**src/rtl/mul4_seq_ctrl.sv**
```systemverilog
// mul4_seq_ctrl: operand FIFO feeding a handshaked 4x4 multiplier, result held on a valid/ready port.
// Optional MUL_READY watchdog is built in when MUL4_SEQ_TIMEOUT_EN is defined.
module mul4_seq_ctrl #(
    parameter int unsigned FIFO_DEPTH = 4,
    parameter int unsigned TIMEOUT    = 15
) (
    input  logic       CK,
    input  logic       RN,
    input  logic       IN_VALID,
    output logic       IN_READY,
    input  logic [3:0] IN_A,
    input  logic [3:0] IN_B,
    output logic [3:0] MUL_A,
    output logic [3:0] MUL_B,
    output logic       MUL_START,
    input  logic       MUL_READY,
    input  logic [7:0] MUL_P,
    output logic       OUT_VALID,
    input  logic       OUT_READY,
    output logic [7:0] OUT_P,
    output logic       OUT_ERR,
    output logic       BUSY
);
    localparam int unsigned OPD_W = 4;
    localparam int unsigned PRD_W = 8;
    localparam int unsigned PTR_W = $clog2(FIFO_DEPTH);
    localparam int unsigned CNT_W = PTR_W + 1;

    typedef struct packed {
        logic [OPD_W-1:0] a;
        logic [OPD_W-1:0] b;
    } opnd_t;

    typedef enum logic [2:0] {IDLE, LAUNCH, ARM, WAIT, DONE} state_t;

    state_t           state, state_next;
    opnd_t            mem [FIFO_DEPTH];
    opnd_t            head;
    logic [PTR_W-1:0] wr_ptr, rd_ptr;
    logic [CNT_W-1:0] count, count_next;
    logic             full, empty, push, pop;
    logic             cap_load, out_load;
    logic [PRD_W-1:0] cap_val, cap_p;
    logic [OPD_W-1:0] mul_a, mul_b;
    logic             mul_start, busy;
    logic [PRD_W-1:0] out_p;
    logic             out_valid;

`ifdef MUL4_SEQ_TIMEOUT_EN
    localparam int unsigned WD_W = 8;
    logic [WD_W-1:0] wd;
    logic            wd_inc, cap_err_val, cap_err, out_err;
`endif

    assign full     = (count == CNT_W'(FIFO_DEPTH));
    assign empty    = (count == '0);
    assign push     = IN_VALID & ~full;
    assign head     = mem[rd_ptr];
    assign IN_READY = ~full;

    always_comb begin
        count_next = count;
        case ({push, pop})
            2'b10:   count_next = count + CNT_W'(1);
            2'b01:   count_next = count - CNT_W'(1);
            default: count_next = count;
        endcase
    end

    // Payload storage has no reset; only the pointers define live entries.
    always_ff @(posedge CK) begin
        if (push) begin
            mem[wr_ptr] <= '{a: IN_A, b: IN_B};
        end
    end

    always_ff @(posedge CK or negedge RN) begin
        if (!RN) begin
            wr_ptr <= '0;
            rd_ptr <= '0;
            count  <= '0;
        end else begin
            if (push) wr_ptr <= wr_ptr + PTR_W'(1);
            if (pop)  rd_ptr <= rd_ptr + PTR_W'(1);
            count <= count_next;
        end
    end

    always_ff @(posedge CK or negedge RN) begin
        if (!RN) state <= IDLE;
        else     state <= state_next;
    end

    // ARM exists only to let a READY left over from the previous job go by.
    always_comb begin
        state_next = state;
        pop        = 1'b0;
        cap_load   = 1'b0;
        cap_val    = MUL_P;
        out_load   = 1'b0;
`ifdef MUL4_SEQ_TIMEOUT_EN
        cap_err_val = 1'b0;
        wd_inc      = 1'b0;
`endif
        unique case (state)
            IDLE: begin
                if (!empty) begin
                    pop        = 1'b1;
                    state_next = LAUNCH;
                end
            end
            LAUNCH: state_next = ARM;
            ARM:    state_next = WAIT;
            WAIT: begin
                if (MUL_READY) begin
                    cap_load   = 1'b1;
                    state_next = DONE;
                end
`ifdef MUL4_SEQ_TIMEOUT_EN
                else if (wd == WD_W'(TIMEOUT - 1)) begin
                    cap_load    = 1'b1;
                    cap_val     = '0;
                    cap_err_val = 1'b1;
                    state_next  = DONE;
                end else begin
                    wd_inc = 1'b1;
                end
`endif
            end
            DONE: begin
                if (!out_valid || OUT_READY) begin
                    out_load   = 1'b1;
                    state_next = IDLE;
                end
            end
            default: state_next = IDLE;
        endcase
    end

    // Operands, start pulse, capture and the held output slot.
    always_ff @(posedge CK or negedge RN) begin
        if (!RN) begin
            mul_a     <= '0;
            mul_b     <= '0;
            mul_start <= 1'b0;
            busy      <= 1'b0;
            cap_p     <= '0;
            out_p     <= '0;
            out_valid <= 1'b0;
        end else begin
            if (pop) begin
                mul_a <= head.a;
                mul_b <= head.b;
            end
            mul_start <= (state_next == LAUNCH);
            busy      <= (count_next != '0) || (state_next != IDLE);
            if (cap_load) cap_p <= cap_val;
            if (out_load) begin
                out_p     <= cap_p;
                out_valid <= 1'b1;
            end else if (OUT_READY) begin
                out_valid <= 1'b0;
            end
        end
    end

`ifdef MUL4_SEQ_TIMEOUT_EN
    // Watchdog restarts on every WAIT entry; the error bit travels with the product.
    always_ff @(posedge CK or negedge RN) begin
        if (!RN) begin
            wd      <= '0;
            cap_err <= 1'b0;
            out_err <= 1'b0;
        end else begin
            if (state == ARM)  wd <= '0;
            else if (wd_inc)   wd <= wd + WD_W'(1);
            if (cap_load)      cap_err <= cap_err_val;
            if (out_load)      out_err <= cap_err;
        end
    end

    assign OUT_ERR = out_err;
`else
    // TIMEOUT only sizes the watchdog, which this build leaves out.
    logic unused_timeout;
    assign unused_timeout = |TIMEOUT;
    assign OUT_ERR        = 1'b0;
`endif

    assign MUL_A     = mul_a;
    assign MUL_B     = mul_b;
    assign MUL_START = mul_start;
    assign OUT_P     = out_p;
    assign OUT_VALID = out_valid;
    assign BUSY      = busy;

endmodule

```
**config.mk**
```make
export PLATFORM = sky130hd
export DESIGN_NAME = mul4_seq_ctrl
export DESIGN_NICKNAME = d
export VERILOG_FILES = /design/src/rtl/mul4_seq_ctrl.sv
export SDC_FILE = /design/constraint.sdc
export NUM_CORES = 1
export LEC_CHECK = 0
export BUFFER_PORTS_ARGS = -buffer_cell sky130_fd_sc_hd__buf_2
export CORE_UTILIZATION = 50
export CTS_CLUSTER_SIZE = 25
export DETAILED_ROUTE_END_ITERATION = 6
export PLACE_DENSITY = 0.74
export SETUP_SLACK_MARGIN = 0.02
export SYNTH_ARGS = -nofsm -noshare
export SYNTH_HDL_FRONTEND = slang
export SYNTH_SLANG_ARGS = --single-unit
```
**constraint.sdc**
```tcl
create_clock -name CK -period 2.5 [get_ports CK]
set_clock_uncertainty 0.05 [all_clocks]
set_input_delay 0.125 -clock CK [delete_from_list [all_inputs] [get_ports CK]]
set_output_delay 0.125 -clock CK [all_outputs]
set_load 0.05 [all_outputs]
```
# ---- Word level (Yosys, flattened, before mapping)
# Memory sizes are Yosys's and may differ from the RTL's. A register that Yosys moved wholly into a read port is not among the register bits.
# Index checks and enable logic that the tools add are counted.
dict set report op_classes {
  n_addsub 4
  multipliers 0
  div 0
  order_cmp 0
  n_eq_ne 8
  n_shift 0
  mux 15
  bitwise 2
  reduce_logical 9
}
# op n
set ops {}
lappend ops {{$pmux W3 S5} 1}
lappend ops {{$mux W1} 10}
lappend ops {{$mux W3} 3}
lappend ops {{$eq A3 B1 Y1 const B} 2}
lappend ops {{$eq A3 B2 Y1 const B} 2}
lappend ops {{$eq A3 B3 Y1 const B} 2}
lappend ops {{$logic_not A3 Y1} 2}
lappend ops {{$pmux W3 S2} 1}
lappend ops {{$reduce_bool A3 Y1} 2}
lappend ops {{$add A2 B1 Y2 const B} 2}
lappend ops {{$add A3 B1 Y3 const B} 1}
lappend ops {{$sub A3 B1 Y3 const B} 1}
lappend ops {{$eq A2 B1 Y1 const B} 1}
lappend ops {{$eq A2 B2 Y1 const B} 1}
lappend ops {{$logic_not A1 Y1} 2}
lappend ops {{$logic_or A1 B1 Y1} 2}
lappend ops {{$reduce_bool A2 Y1} 1}
lappend ops {{$and A1 B1 Y1} 1}
lappend ops {{$not A1 Y1} 1}
dict set report totals {
  regBits 29
  latch_bits 0
  ramBits 32
  romBits 0
  in_bits 21
  elab_cells 48
  mem_count 1
}
# memory depth width read_ports rd_clocked_by_memory_dff write_ports line
set mem_list {}
lappend mem_list {mem 4 8 1 1 1 37} ;# opnd_t mem [FIFO_DEPTH];

# ---- Depth between registers and ports, before layout
dict set report logic_depth {
  ltp_word 7
  ltp_mapped 8
  ltp_nobuf 8
}

# ---- Worst setup path before layout
# OpenSTA, ideal clock, no wires.
dict set report synth_path {
  path_type {register -> register}
  startpoint {register count[1]}
  endpoint {register busy (netlist: BUSY)}
  setup_time_ps 136
  t_arrival_ps 2478
  t_required_ps 2314
  setup_slack_ps -164
  path_stages_with_launch 9
  path_buffers 0
  period_less_slack_ps 2664
  path_cell_list {dfrtp_1 > or3b_1 > and2_4 > inv_1 > ha_1 > fa_1 > mux2_2 > a211oi_1 > nand4b_1}
}
dict set report synth_between {
  elab_chain_len 7
  word_cells_on_any_way 16
  classes_between {2 x add/sub; 3 x eq/ne; 5 x mux; 2 x bitwise; 4 x reduce/logical}
}
# element line
set synth_lines {}
lappend synth_lines {{start, declared} 40} ;# logic [CNT_W-1:0] count, count_next;
lappend synth_lines {{start signal, assigned} 85} ;# count <= count_next;
lappend synth_lines {{$eq A3 B3 Y1 *} 55} ;# assign full = (count == CNT_W'(FIFO_DEPTH));
lappend synth_lines {{$not A1 Y1 *} -}
lappend synth_lines {{via IN_READY} 10} ;# output logic IN_READY,
lappend synth_lines {{$and A1 B1 Y1 *} 57} ;# assign push = IN_VALID & ~full;
lappend synth_lines {{$eq A2 B1 Y1 / $eq A2 B2 Y1 (equally long branches)} 63} ;# case ({push, pop})
lappend synth_lines {{$pmux W3 S2 *} 63}
lappend synth_lines {{via count_next[1]} 40}
lappend synth_lines {{$reduce_bool A3 Y1 *} 156} ;# busy <= (count_next != '0) || (state_next != IDLE);
lappend synth_lines {{$logic_or A1 B1 Y1 *} 156}
lappend synth_lines {{end signal, assigned} 156}
lappend synth_lines {{end, declared} 45} ;# logic mul_start, busy;
# Mark *: on every way through the listed nets, which the timed path passes. The rest lies on a longest branch.
# A chain may end at the register's enable or synchronous reset.

# ---- Worst setup path in the final report
dict set report layout_path {
  startpoint {register count[0]}
  endpoint {register busy (netlist: BUSY)}
}
dict set report layout_between {
  elab_chain_len 7
  word_cells_on_any_way 16
  classes_between {2 x add/sub; 3 x eq/ne; 5 x mux; 2 x bitwise; 4 x reduce/logical}
}
# element line
set layout_lines {}
lappend layout_lines {{$logic_not A3 Y1 / $eq A3 B3 Y1 (equally long branches)} {56, 55}}
lappend layout_lines {{$mux W1 / $not A1 Y1 (equally long branches)} {107, 57}}
lappend layout_lines {{$mux W1 / $and A1 B1 Y1 (equally long branches)} {105, 57}}
lappend layout_lines {{$eq A2 B1 Y1 / $eq A2 B2 Y1 (equally long branches)} 63}
lappend layout_lines {{$pmux W3 S2 *} 63}
lappend layout_lines {{via count_next[1]} 40}
lappend layout_lines {{$reduce_bool A3 Y1 *} 156}
lappend layout_lines {{$logic_or A1 B1 Y1 *} 156}
# Marks and branches as above.

==> impl_metrics.json <==
{
  "outcome": "finished clean",
  "clk_path_buf_depth": 2,
  "crit_required_ps": 2670,
  "netlist_area_mm2": 0.00276,
  "maxSlewViolCount": 0,
  "grt_antenna_before_repair": 0,
  "root_buffer": "clkbuf_8",
  "layout-drive-gt1-share_pct": 45.3,
  "mostFrequentLayoutCell": "buf_2",
  "reg2reg_to": "BUSY",
  "p_total_uw": 4540,
  "hold_start": "OUT_READY",
  "fin_nets": 246,
  "area_delta_synth_final_pct": 23.2,
  "hpwl_mm": 3.21,
  "synth_warnings": 0,
  "cp-start-kind": "flip-flop",
  "peakVddDrop_uv": 657,
  "critPathLaunch": "count[0]",
  "whs_path_depth": 3,
  "yosysUniqueCellTypes": 33,
  "dieArea_mm2": 0.00582,
  "vias": 1513,
  "ys_seq_area_share_pct": 68.4,
  "ys.flop_type": "dfrtp_1",
  "layout_common_cells": "buf_2, dfrtp_1, edfxtp_1, mux2_2, dlygate4sd3_1",
  "syn_inst": 151,
  "grt_pass1_vias": 1544,
  "hold_violations": 0,
  "period_needed_ps": 2410,
  "rsz0062_at_grt": "no",
  "ios": 42,
  "viasPerCell": 5.16,
  "clock_latency_ps": 340,
  "final-setup-viol-count": 0,
  "clk_pin_slew_ps": 70,
  "numCtsBuffers": 9,
  "dieWidth_um": 76.3,
  "p_leak_uw": 0.00143,
  "power_density_mw_per_mm2": 1330,
  "dp_slack_ps": -52.4,
  "fmax_mhz": 415,
  "synth-async-reset-ratio_pct": 53.6,
  "endpoint_kind": "flip-flop",
  "grt_max_degree": 38,
  "setup_tns_ps": 0,
  "grt.overflow.total": 0,
  "tightest_slew_ps": 811,
  "slowest_delay_ps": 420,
  "min_period_over_period_pct": 96.5,
  "r2r_start": "count[0]",
  "timing_worst_setup_path_type": "flip-flop to flip-flop",
  "slew_headroom_pct": 46.0,
  "ant_nets": 0,
  "tritoncts": "yes",
  "drt_iter0_markers": 59,
  "grt_pass1_wl_mm": 7.69,
  "path_max_fanout": 5,
  "path_buf_inv": 1,
  "cp_top_family": "simple AND/OR/NAND/NOR gates",
  "core_area_mm2": 0.00520,
  "synth_edf_count": 32,
  "grtUsageTotal_pct": 18.4,
  "crit_path_cell_trace": "or3b_4 > and2_4 > inv_1 > ha_4 > fa_1 > mux2_2 > a211oi_2 > nand4b_1",
  "synth-seq-cells": 69,
  "cts.sinks": 69,
  "critical-path-slowest-cell": "or3b_4",
  "synth_nets": 178,
  "postPlaceCellArea_mm2": 0.00302,
  "postSynthAreaPerCell_um2": 18.3,
  "gp_congestion": 0.696,
  "start_util_pct": 53.0,
  "drc": 0,
  "n_antenna_cell": 0,
  "timing.final.ws_setup_ps": 87.9,
  "worstPathArrival_ps": 2580,
  "hold_path_class": "input pin to flip-flop",
  "io_buffers": 40,
  "ff2ff_path_depth": 8,
  "drt_pass1_iterations": 5,
  "r2r_slack_ps": 90,
  "fin_area_mm2": 0.00340,
  "maxCapViolCount": 0,
  "min_to": "OUT_VALID",
  "htreeDepth": 3,
  "wl_mm": 4.86,
  "die_h_um": 76.3,
  "avgRoutedWirePerCell_um": 16.6,
  "fp-row-count": 26
}
-- sequential cells by signal, summed over array words and instances (netlist names) --
name	cells
mem	32
OUT_P	8
cap_p	8
MUL_A	4
MUL_B	4
count	3
state	3
rd_ptr	2
wr_ptr	2
BUSY	1
MUL_START	1
OUT_VALID	1
-- timing repair --
action	CTS	global route
hold buffers	17	0
gates cloned	0	0
endpoints found under the setup margin	1	1
setup buffers	2	1
gates resized for setup	1	2
pin swaps	0	2
endpoints found under the hold margin	77	0
-- cell families (layout without fill, tap and decap cells) --
kind of cell / after synthesis / in the layout / synth area share [%]
buffers and inverters: 8 / 80 / 1.86
XOR/XNOR: 5 / 5 / 1.59
AND/OR/NAND/NOR: 22 / 22 / 5.31
adder cells (fa/ha/maj): 6 / 6 / 2.99
multiplexers: 34 / 34 / 18.2
other: 1 / 1 / 0.136
flip-flops: 69 / 69 / 68.4
AO/OA/AOI/OAI: 6 / 6 / 1.50
-- synth_stat cells (2+ instances only) --
cell | count | share of area [%]
edfxtp_1 | 32 | 35
nand2_1 | 2 | 0.27
mux2_4 | 8 | 4.4
xnor2_1 | 4 | 1.3
nand3_1 | 2 | 0.36
and3_1 | 5 | 1.1
nor3_1 | 2 | 0.36
mux2_2 | 18 | 7.3
o21ai_0 | 2 | 0.36
inv_1 | 4 | 0.54
nand4b_1 | 2 | 0.64
and2_4 | 2 | 0.64
dfrtp_1 | 37 | 34
mux4_2 | 8 | 6.5
ha_1 | 5 | 2.3
-- routing by layer --
| layer | vias up | part of all wire [%] | global-route usage (%) |
|---|---|---|---|
| met2 | 50 | 52 | 31.3 |
| met1 | 756 | 41 | 20.5 |
| li1 | 697 | - | - |
| met5 | - | 0 | 0 |
| met3 | 10 | 5.4 | 5.15 |
| met4 | 0 | 2.2 | 11.2 |
-- per-stage QoR --
stage          cells  hold WS (ps)  utilization, %
2_1_floorplan    151          -221               -
5_1_grt          293          57.9            65.3
6_report         293          46.5            65.3
3_5_place_dp     258           224            58.0
4_1_cts          292          32.3            64.9
3_3_place_gp     258           203            58.0
-- worst max path at each step --
stage	end	slack (ps)	cells after the start
after floorplan	BUSY	40	8
final	BUSY	90	8
after global placement	BUSY	100	8
after global routing	BUSY	30	8
after CTS	BUSY	30	8
after detailed placement	BUSY	-50	8
-- power breakdown --
group | total [uW] | switching, uW | internal [uW] | leakage (uW)
logic | 1890 | 1070 | 813 | 0.000604
registers | 1870 | 268 | 1600 | 0.000738
clock network | 779 | 374 | 406 | 0.0000893
total | 4540 | 1710 | 2820 | 0.00143
-- cell type report --
class | count | area (um^2)
inverters | 4 | 15.0
flip-flops and latches | 69 | 1890
well taps | 70 | 87.6
fillers | 381 | 1810
clock inverters | 2 | 10.0
repair buffers | 61 | 400
clock buffers | 13 | 159
multi-input cells | 74 | 841
-- tightest hold or removal path: cells and delay by family --
kind / cells / cell delay, ps
and+or+nand+nor: 2 / 200
buffers and inverters: 1 / 70
Power figures use the tool's default switching activity.
